File: config.mk
export PLATFORM = sky130hd
export DESIGN_NAME = fpu_addsub_sched
export DESIGN_NICKNAME = d
export VERILOG_FILES = /design/src/rtl/fpu_addsub_sched.sv
export SDC_FILE = /design/constraint.sdc
export NUM_CORES = 1
export LEC_CHECK = 0
export BUFFER_PORTS_ARGS = -buffer_cell sky130_fd_sc_hd__buf_2
export CAP_MARGIN = 20
export CORE_AREA = 2 2 117 119
export CTS_CLUSTER_DIAMETER = 200
export CTS_CLUSTER_SIZE = 20
export DETAILED_ROUTE_END_ITERATION = 10
export DIE_AREA = 0 0 119 121
export PLACE_DENSITY = 0.73
export SLEW_MARGIN = 20
export SYNTH_ARGS = -nofsm -noshare
export SYNTH_HDL_FRONTEND = slang
export SYNTH_SLANG_ARGS = --single-unit
File: constraint.sdc
create_clock -name clk -period 5.8 [get_ports clk]
set_input_delay 1.16 -clock clk [delete_from_list [all_inputs] [get_ports clk]]
set_output_delay 1.16 -clock clk [all_outputs]
set_load 0.02 [all_outputs]
File: src/rtl/fpu_addsub_sched.sv
// ============================================================================
//  Module      : fpu_addsub_sched
//  Description : Round-robin scheduler sharing one pipelined FP add/sub
//                datapath between two clients. Registers the granted
//                operands into the datapath, tags every issued operation
//                with its owner and routes the result back to that owner
//                after the fixed datapath latency. Keeps per-client
//                saturating accept counters.
//  Ports       : clk, arst             - clock, async active-high reset
//                req_*_0 / req_*_1     - client request channels (valid/ready)
//                stall                 - blocks new accepts
//                fpu_en/fpu_a/b/op     - datapath enable and operands
//                fpu_r                 - datapath result
//                rsp_valid_0/1,rsp_data- per-client result strobes, shared data
//                busy, cnt_0, cnt_1    - status
//  Revision    : 1.0 - initial release
// ============================================================================
`default_nettype none

module fpu_addsub_sched #(
    parameter int REG_WIDTH = 32,
    parameter int LATENCY   = 3,
    parameter int CNT_WIDTH = 16
) (
    input  logic                 clk,
    input  logic                 arst,
    input  logic                 req_valid_0,
    input  logic                 req_valid_1,
    output logic                 req_ready_0,
    output logic                 req_ready_1,
    input  logic [REG_WIDTH-1:0] req_a_0,
    input  logic [REG_WIDTH-1:0] req_a_1,
    input  logic [REG_WIDTH-1:0] req_b_0,
    input  logic [REG_WIDTH-1:0] req_b_1,
    input  logic                 req_op_0,
    input  logic                 req_op_1,
    input  logic                 stall,
    output logic                 fpu_en,
    output logic [REG_WIDTH-1:0] fpu_a,
    output logic [REG_WIDTH-1:0] fpu_b,
    output logic                 fpu_op,
    input  logic [REG_WIDTH-1:0] fpu_r,
    output logic                 rsp_valid_0,
    output logic                 rsp_valid_1,
    output logic [REG_WIDTH-1:0] rsp_data,
    output logic                 busy,
    output logic [CNT_WIDTH-1:0] cnt_0,
    output logic [CNT_WIDTH-1:0] cnt_1
);

    localparam logic [CNT_WIDTH-1:0] C_CNT_ONE = {{(CNT_WIDTH-1){1'b0}}, 1'b1};
    localparam logic [CNT_WIDTH-1:0] C_CNT_MAX = {CNT_WIDTH{1'b1}};

    logic                 last_grant_q, last_grant_d;
    logic [REG_WIDTH-1:0] fpu_a_q, fpu_a_d;
    logic [REG_WIDTH-1:0] fpu_b_q, fpu_b_d;
    logic                 fpu_op_q, fpu_op_d;
    logic [LATENCY:0]     tag_vld_q, tag_vld_d;
    logic [LATENCY:0]     tag_id_q, tag_id_d;
    logic [CNT_WIDTH-1:0] cnt_0_q, cnt_0_d;
    logic [CNT_WIDTH-1:0] cnt_1_q, cnt_1_d;

    logic grant_0, grant_1;
    logic accept_0, accept_1, accept;
    logic adv;

    // Arbitration: a lone requester always wins; on contention the client
    // that did not win last time is granted.
    always_comb begin
        grant_0     = req_valid_0 & (~req_valid_1 | last_grant_q);
        grant_1     = req_valid_1 & (~req_valid_0 | ~last_grant_q);
        // Ready is forced low while reset is held so nothing is handshaken
        // against a design that is about to discard it.
        req_ready_0 = ~arst & ~stall & grant_0;
        req_ready_1 = ~arst & ~stall & grant_1;
        accept_0    = req_valid_0 & req_ready_0;
        accept_1    = req_valid_1 & req_ready_1;
        accept      = accept_0 | accept_1;
    end

    // The datapath only advances while an op sits in one of its stages.
    assign adv = |tag_vld_q[LATENCY-1:0];

    always_comb begin
        last_grant_d = last_grant_q;
        fpu_a_d      = fpu_a_q;
        fpu_b_d      = fpu_b_q;
        fpu_op_d     = fpu_op_q;
        cnt_0_d      = cnt_0_q;
        cnt_1_d      = cnt_1_q;
        tag_vld_d    = tag_vld_q;
        tag_id_d     = tag_id_q;

        if (accept) begin
            last_grant_d = accept_1;
            fpu_a_d      = accept_1 ? req_a_1  : req_a_0;
            fpu_b_d      = accept_1 ? req_b_1  : req_b_0;
            fpu_op_d     = accept_1 ? req_op_1 : req_op_0;
        end

        if (accept_0 && (cnt_0_q != C_CNT_MAX)) cnt_0_d = cnt_0_q + C_CNT_ONE;
        if (accept_1 && (cnt_1_q != C_CNT_MAX)) cnt_1_d = cnt_1_q + C_CNT_ONE;

        // Stage 0 mirrors the operand register and is refreshed every cycle.
        if (adv) begin
            tag_vld_d[LATENCY:1] = tag_vld_q[LATENCY-1:0];
            tag_id_d[LATENCY:1]  = tag_id_q[LATENCY-1:0];
        end else begin
            // Nothing upstream is valid, so the result stage simply retires;
            // without this an op alone in the last stage would respond twice.
            tag_vld_d[LATENCY] = 1'b0;
        end
        tag_vld_d[0] = accept;
        tag_id_d[0]  = accept_1;
    end

    always_ff @(posedge clk or posedge arst) begin
        if (arst) begin
            last_grant_q <= 1'b1;
            fpu_a_q      <= '0;
            fpu_b_q      <= '0;
            fpu_op_q     <= 1'b0;
            tag_vld_q    <= '0;
            tag_id_q     <= '0;
            cnt_0_q      <= '0;
            cnt_1_q      <= '0;
        end else begin
            last_grant_q <= last_grant_d;
            fpu_a_q      <= fpu_a_d;
            fpu_b_q      <= fpu_b_d;
            fpu_op_q     <= fpu_op_d;
            tag_vld_q    <= tag_vld_d;
            tag_id_q     <= tag_id_d;
            cnt_0_q      <= cnt_0_d;
            cnt_1_q      <= cnt_1_d;
        end
    end

    assign fpu_en      = adv;
    assign fpu_a       = fpu_a_q;
    assign fpu_b       = fpu_b_q;
    assign fpu_op      = fpu_op_q;
    assign rsp_valid_0 = tag_vld_q[LATENCY] & ~tag_id_q[LATENCY];
    assign rsp_valid_1 = tag_vld_q[LATENCY] &  tag_id_q[LATENCY];
    assign rsp_data    = fpu_r;
    assign busy        = |tag_vld_q;
    assign cnt_0       = cnt_0_q;
    assign cnt_1       = cnt_1_q;

endmodule

`default_nettype wire

==> impl_metrics.ini, run 1 <==
[finish]
layout.cell_area.non_filler_um2 = 6560
final_nets = 924
multi_input_area_um2 = 2110
utilization = 0.501
fillers = 1252
layout-drive-gt1-share = 0.368
ff_latch_area_um2 = 2650
area_delta_synth_final_pct = 27.3
num_antenna_cells = 0

[sta]
post-route-period-util = 0.630
hold_viol = 0
finalCriticalPeriod_ns = 3.65
setup_viol = 0
rsz0062_at_grt = no
fmax_ghz = 0.274
report.final.slew_viol_count = 0
tightestPinTransition_ns = 0.805
skew_ns = 0.0106
fin_hold_ws_ns = 0.383
relSlewSlack = 0.463
fin_tns_setup_ns = 0

[power_and_ir_drop]
total_power_uw = 2340
vdd.ir_drop.worst_v = 0.000139
sw_frac_of_total = 0.349
pwr_density_cell_nw_per_um2 = 357
pwr-share-clk = 0.277
power_frac_seq = 0.435
p_sw_uw = 816
power.leakage_uw = 0.00342
combPwrFrac = 0.288
p_int_uw = 1520

[global_route]
grt-ovfl-total = 0
grt.total_usage = 0.185
antenna_found_initial = 0
first_global_vias = 4438
grt_max_degree = 77
grt_first_pass_wirelength_mm = 21.5

[detailed_routing]
ant_nets = 0
vias = 4667
drt-total-wl_mm = 13.3
avgViaCountPerCell = 4.99
drc = 0
wl_per_cell_um = 14.2
drt_iter0_drc = 321
dr.pass1.iters = 6

[clocking]
htree_levels = 3
cts_buffers = 9
holdBufCountCts = 0
cts.clk_slew.worst_paths_ns = 0.07
clk_latency_ns = 0.34
cts_post_setup_buffers_inserted = 0
root_buffer = clkbuf_16
postCtsResizedCells = 0
clockBufferDepth = 2
cts_tree = done
clock_sinks = 106

[placement]
portBuffers = 237
placed_area_um2 = 6240
finalWeightedCongestion = 0.826
dpl.hpwl_mm = 9.73

[die]
die_area_um2 = 14400
rows = 42
die_h_um = 121
dieWidth_um = 119
ios = 302
fp.coreArea_um2 = 13100
initial_core_util = 0.394

[synthesis]
syn_inst = 569
syn_avg_cell_area_um2 = 9.05
synth_area_leader_cell = dfrtp_1
netlist_area_um2 = 5150
ys_async_sr_fraction = 1.00
synth_edf_count = 0
synth_fp_nets = 738
yosys_warnings = 0
synth_ff_type = dfrtp_1
ys_ff_latch = 106
synth.area.top_cells = dfrtp_1 (51%), nand2_1 (11%), a31oi_1 (7.9%), nor2_1 (5.1%), buf_4 (4.7%)
ys_seq_area_frac = 0.515
synth_cell_types = 38
synth_top_area_frac = 0.510

[worst_setup_path]
setup.worst_path.class = primary input to output pin
path_max_fanout = 76
reg2reg_depth = 5
rr_endpoint = cnt_1[12]
rrSetupSlack_ns = 3.36
worst-endpoint-arrival_ns = 2.49
timing.rr.start = last_grant_q
crit_required_ns = 4.64
endpoint_kind = output pin
critPathLaunchType = primary input

[flow_run]
maxCapViolCount = 0

[min_path]
hold_end = tag_vld_q[3]
hold_start = tag_vld_q[2]
holdPathStages = 0
hold_class = register to register

[status]
run_status = complete, no violations
==> through the flow <==
step	setup slack [ns]	std cells
floorplan	1.85	569
global placement	2.11	920
detailed placement	2.11	920
CTS	2.11	935
global route	2.00	935
finish	2.15	935
==> synth_stat cells, types with 5 or more instances <==
cell type,instances
inv_1,5
a31oi_1,65
nor3_1,13
dfrtp_1,105
clkbuf_1,21
nand2_1,149
nand4_1,10
buf_1,5
buf_2,9
xor2_1,23
buf_4,32
nor4_2,5
nand3_1,12
nor2_1,70
==> cell usage in the layout (no fill, tap or decap), drive strengths merged, types with 2 or more instances in the layout <==
cell,count
buf,242
nand2,149
dfrtp,105
nor2,71
a31oi,65
xor2,23
nor3,14
nand3,13
nor4,12
nand4,11
clkbuf,10
inv,9
mux2,8
o21ai,3
and3,3
xnor2,3
and4,2
nand2b,2
ha,2
bufinv,2
==> state kept, by name, indices dropped and copies added, names as in the netlist <==
name          count
cnt_1            16
fpu_op            1
last_grant_q      1
tag_id_q          4
fpu_a            32
cnt_0            16
fpu_b            32
tag_vld_q         4
==> area by class of cell <==
class | count | share of cell area
clock buffers | 10 | 0.0349
well taps | 176 | 0.0336
clock inverters | 5 | 0.0132
repair buffers | 242 | 0.187
multi-input cells | 389 | 0.322
flip-flops and latches | 106 | 0.405
inverters | 7 | 0.00439
==> per-layer routing <==
layer,routed length [µm],track usage,share of wire,vias to the layer above
li1,-,-,-,2256
met1,5760,0.242,0.43,2182
met2,6340,0.306,0.48,210
met3,983,0.0367,0.074,19
met4,217,0.0640,0.016,0
met5,0,0,0,-
==> critical path: stages <==
cell,delay (ns)
buf_2,0.13
nor2_2,0.22
nand3_4,0.62
inv_1,0.17
buf_2,0.18
==> power groups by stage <==
stage	logic (µW)	registers (µW)	clock network, µW
3_5_place_dp	685	1030	0
6_report	674	1020	649
5_1_grt	735	1040	696
4_1_cts	684	1020	666
2_1_floorplan	257	1200	0
3_3_place_gp	673	1030	0
==> kinds of logic after synthesis <==
family | count (synthesis) | synth area share
AO/OA/AOI/OAI | 70 | 0.0862
multiplexers | 8 | 0.0175
adder cells (fa/ha/maj) | 2 | 0.00486
AND/OR/NAND/NOR | 283 | 0.252
flip-flops | 106 | 0.515
XOR/XNOR | 26 | 0.0442
buffers and inverters | 74 | 0.0794
==> worst max-delay path by stage <==
stage,start,to
after detailed placement,arst,req_ready_1
after CTS,arst,req_ready_1
after floorplan,arst,cnt_0[0]
final,arst,req_ready_1
after global routing,arst,req_ready_1
after global placement,arst,req_ready_1
(Power assumes the default switching activity.)
==> inputs of run 2 (changes only) <==
--- a/config.mk
+++ b/config.mk
@@ -7,12 +7,12 @@
 export LEC_CHECK = 0
 export BUFFER_PORTS_ARGS = -buffer_cell sky130_fd_sc_hd__buf_2
 export CAP_MARGIN = 20
-export CORE_AREA = 2 2 117 119
+export CORE_MARGIN = 2
+export CORE_UTILIZATION = 40
 export CTS_CLUSTER_DIAMETER = 200
 export CTS_CLUSTER_SIZE = 20
 export DETAILED_ROUTE_END_ITERATION = 10
-export DIE_AREA = 0 0 119 121
-export PLACE_DENSITY = 0.73
+export PLACE_DENSITY = 0.77
 export SLEW_MARGIN = 20
 export SYNTH_ARGS = -nofsm -noshare
 export SYNTH_HDL_FRONTEND = slang
==> constraint.sdc (replaced) <==
create_clock -name clk -period 3 [get_ports clk]
set_input_delay 0.6 -clock clk [delete_from_list [all_inputs] [get_ports clk]]
set_output_delay 0.6 -clock clk [all_outputs]
set_load 0.02 [all_outputs]
==> run 2 against run 1 <==
Against the previous run: die area fell by 4.2%; sequential cell count did not move; wire length rose by 1.8%; worst setup slack got worse by 1.4 ns; clock skew fell by 0.0028 ns; utilization rose by 2.2 points; critical endpoint is now req_ready_0; critical path depth fell by 1; highest routed layer unchanged; final area rose by 0.65%; combinational power rose by 93%; final cell count rose by 0.11%; via count rose by 1.2%.
==> impl_metrics.ini, run 2 (synthesized netlist as in run 1, its figures left out) <==
[status]
run_status = complete, no violations

[sta]
hold_viol = 0
relSlewSlack = 0.590
post-route-period-util = 0.752
skew_ns = 0.00785
report.final.slew_viol_count = 0
finalCriticalPeriod_ns = 2.26
rsz0062_at_grt = no
fin_tns_setup_ns = 0
setup_viol = 0
tightestPinTransition_ns = 0.611
fmax_ghz = 0.443

[die]
die_h_um = 117
initial_core_util = 0.408
fp.coreArea_um2 = 12600
dieWidth_um = 117
ios = 302
rows = 41
die_area_um2 = 13800

[detailed_routing]
drt_iter0_drc = 283
drt-total-wl_mm = 13.5
dr.pass1.iters = 4
vias = 4722
wl_per_cell_um = 14.5
avgViaCountPerCell = 5.04
ant_nets = 0
drc = 0

[global_route]
first_global_vias = 4549
grt_max_degree = 107
antenna_found_initial = 1
grt_first_pass_wirelength_mm = 22.1
grt-ovfl-total = 0
grt.total_usage = 0.195

[worst_setup_path]
critPathLaunchType = register
timing.rr.start = last_grant_q
worst-endpoint-arrival_ns = 1.66
rr_endpoint = cnt_0[10]
reg2reg_depth = 6
setup.worst_path.class = register to output pin
crit_start = last_grant_q
endpoint_kind = output pin
endpoint = req_ready_0
crit_required_ns = 2.40
rrSetupSlack_ns = 1.03
path_max_fanout = 27

[power_and_ir_drop]
vdd.ir_drop.worst_v = 0.000325
pwr_density_cell_nw_per_um2 = 684
power.leakage_uw = 0.00344

[clocking]
postCtsResizedCells = 0
clockBufferDepth = 2
holdBufCountCts = 0
cts_post_setup_buffers_inserted = 0
cts_buffers = 9
root_buffer = clkbuf_16
clk_latency_ns = 0.35
clock_sinks = 106
htree_levels = 3
cts.clk_slew.worst_paths_ns = 0.07
cts_tree = done

[finish]
final_cell_mix = buf_2 (237), nand2_1 (149), dfrtp_1 (105)
utilization = 0.523
final_common_cell = buf_2
final_nets = 927
area_delta_synth_final_pct = 28.1
layout-drive-gt1-share = 0.370

[placement]
portBuffers = 237
dpl.hpwl_mm = 9.77
finalWeightedCongestion = 0.835

[flow_run]
maxCapViolCount = 0

[min_path]
hold_start = tag_vld_q[0]
hold_class = register to register
==> run 2: cell type report <==
cell class,instances,area (µm²)
diodes,1,2.50
clock buffers,11,233
clock inverters,5,78.8
fillers,1233,6020
inverters,7,30.0
multi-input cells,389,2110
flip-flops and latches,106,2650
well taps,172,215
repair buffers,245,1270
==> run 2: power by group <==
group	switching (µW)	total, µW	internal [µW]
registers	235	1970	1730
logic	813	1300	482
clock network	516	1250	731
total	1560	4510	2950
==> run 2: worst min path at each step <==
stage | end | depth (start not counted)
after global placement | tag_vld_q[2] | 0
after floorplan | tag_vld_q[3] | 1
after CTS | tag_vld_q[1] | 0
final | tag_vld_q[1] | 0
after detailed placement | tag_vld_q[1] | 0
after global routing | tag_vld_q[1] | 0
==> run 2: per-layer routing <==
metal	wire (µm)	global-route usage	vias up
met5	0	0	-
met4	313	0.0776	0
met3	856	0.0499	34
met2	6530	0.319	183
met1	5840	0.246	2240
li1	-	-	2265
==> run 2: critical path, stage by stage (launching register included) <==
cell      delay [ns]
dfstp_2         0.54
nand2b_1        0.15
nand3_4         0.30
inv_2           0.15
buf_2           0.17
==> run 2: per-stage QoR <==
step                      instances  total power, µW  instance area, µm²  setup slack [ns]  hold slack [ns]
after detailed placement        919             3300                6280             0.700            0.365
after global routing            936             4750                6600             0.656            0.388
final                           936             4510                6600             0.743            0.377
after global placement          919             3270                6280             0.712            0.357
after floorplan                 569             2820                5150             0.817            0.430
after CTS                       935             4550                6600             0.723            0.380
==> inputs of run 3 (changes only) <==
==> constraint.sdc (replaced) <==
create_clock -name clk -period 1.83 [get_ports clk]
set_input_delay 0.366 -clock clk [delete_from_list [all_inputs] [get_ports clk]]
set_output_delay 0.366 -clock clk [all_outputs]
set_load 0.02 [all_outputs]
==> run 3 against run 2 <==
Against the previous run: sequential cell count is the same; largest power group unchanged; critical path type unchanged; sequential power grew 63%; non-clock buffer count grew 18.
==> impl_metrics.ini, run 3 (synthesized netlist as in run 1, its figures left out) <==
[clocking]
clk_latency_ns = 0.34
cts.clk_slew.worst_paths_ns = 0.07
holdBufCountCts = 0
clock_sinks = 106
htree_levels = 3
cts_buffers = 9
clockBufferDepth = 2
root_buffer = clkbuf_16
cts_tree = done

[sta]
report.final.slew_viol_count = 0
fmax_ghz = 0.564
post-route-period-util = 0.968
rsz0062_at_grt = no
tightestPinTransition_ns = 0.466
setup_viol = 0
fin_tns_setup_ns = 0
relSlewSlack = 0.689
finalCriticalPeriod_ns = 1.77
hold_viol = 0
skew_ns = 0.00508

[finish]
final_common_cell = buf_2
layout-drive-gt1-share = 0.387
final_cell_mix = buf_2 (237), nand2_1 (149), dfrtp_1 (105)
num_antenna_cells = 0
area_delta_synth_final_pct = 31.4
fillers = 1173
final_nets = 945

[power_and_ir_drop]
vdd.ir_drop.worst_v = 0.000473
pwr_density_cell_nw_per_um2 = 1070
total_power_uw = 7230
power.leakage_uw = 0.00353

[die]
die_area_um2 = 13800
rows = 41
ios = 302
die_h_um = 117
initial_core_util = 0.408
fp.coreArea_um2 = 12600
dieWidth_um = 117

[worst_setup_path]
path_max_fanout = 6
setup.worst_path.class = register to output pin
critPathLaunchType = register
endpoint_kind = output pin
worst-endpoint-arrival_ns = 1.41
crit_required_ns = 1.46

[global_route]
antenna_found_initial = 0
grt_max_degree = 60
grt-ovfl-total = 0
first_global_vias = 4696
grt_first_pass_wirelength_mm = 22.5
grt.total_usage = 0.198

[status]
run_status = complete, no violations

[placement]
finalWeightedCongestion = 0.796
portBuffers = 237
dpl.hpwl_mm = 9.91

[detailed_routing]
drt_iter0_drc = 205
ant_nets = 0
avgViaCountPerCell = 4.98
vias = 4745
dr.pass1.iters = 5
wl_per_cell_um = 14.3
drt-total-wl_mm = 13.6
drc = 0

[min_path]
hold_class = primary input to asynchronous set/reset pin

[flow_run]
maxCapViolCount = 0
-- run 3: cell types whose count changed in the layout (fill, tap and decap cells not counted) --
cell | previous run | this run
clkbuf_1 | 2 | 1
bufinv_16 | 2 | 0
buf_12 | 2 | 7
nand2b_1 | 2 | 1
buf_4 | 6 | 19
diode_2 | 1 | 0
clkinvlp_4 | 1 | 3
inv_8 | 0 | 1
inv_2 | 2 | 1
nand2b_4 | 0 | 1
inv_6 | 0 | 1
-- run 3: final timing paths --
check	slack [ns]	endpoint	depth (start not counted)	from
setup / recovery	0.06	req_ready_1	5	last_grant_q
setup reg to reg	0.12	cnt_0[5]	5	last_grant_q
max in group asynchronous	1.17	last_grant_q	3	arst
hold / removal	0.05	fpu_a[26]	2	arst
hold reg to reg	0.38	tag_vld_q[2]	0	tag_vld_q[1]
min in group clk	0.27	fpu_b[20]	3	req_b_0[20]
-- run 3: timing repair --
item / CTS / global route
resized for setup: 3 / 1
pin swaps: 1 / 1
setup endpoints to repair: 2 / 2
setup buffers: 3 / 0
-- run 3: layout make-up --
cell class | instances | area [µm²] | share of cell area
Timing Repair Buffer | 263 | 1470 | 0.217
Clock buffer | 10 | 229 | 0.0338
Clock inverter | 6 | 42.5 | 0.00629
Inverter | 7 | 37.5 | 0.00555
Multi-Input combinational cell | 389 | 2120 | 0.313
Tap cell | 172 | 215 | 0.0318
Sequential cell | 106 | 2650 | 0.392
-- run 3: per-layer routing --
layer	share of wire	vias to the layer above	wire, µm	GRT usage
met1	0.43	2240	5850	0.254
met2	0.49	185	6620	0.330
met5	0	-	0	0
met3	0.067	19	913	0.0499
li1	-	2301	-	-
met4	0.016	0	218	0.0648
-- run 3: worst max-delay path, stage by stage, from the launching register on --
cell	delay, ns
dfstp_2	0.55
nand2_1	0.10
nand3_4	0.10
buf_12	0.12
inv_1	0.04
buf_2	0.15
-- run 3: per-stage QoR --
| step | setup slack, ns | hold slack (ns) | instances | instance area, µm² | utilization |
|---|---|---|---|---|---|
| after floorplan | 0.0956 | 0.430 | 569 | 5150 | - |
| after global placement | 0.0700 | 0.359 | 934 | 6460 | 0.512 |
| after detailed placement | 0.0342 | 0.362 | 934 | 6460 | 0.512 |
| after CTS | 0.0149 | 0.0571 | 953 | 6760 | 0.536 |
| after global routing | 0.0104 | 0.0789 | 953 | 6770 | 0.536 |
| final | 0.0578 | 0.0514 | 953 | 6770 | 0.536 |
-- run 3: where the power goes --
part | internal [µW] | switching [µW]
Clock | 926 | 859
Combinational | 856 | 1380
Sequential | 2840 | 365
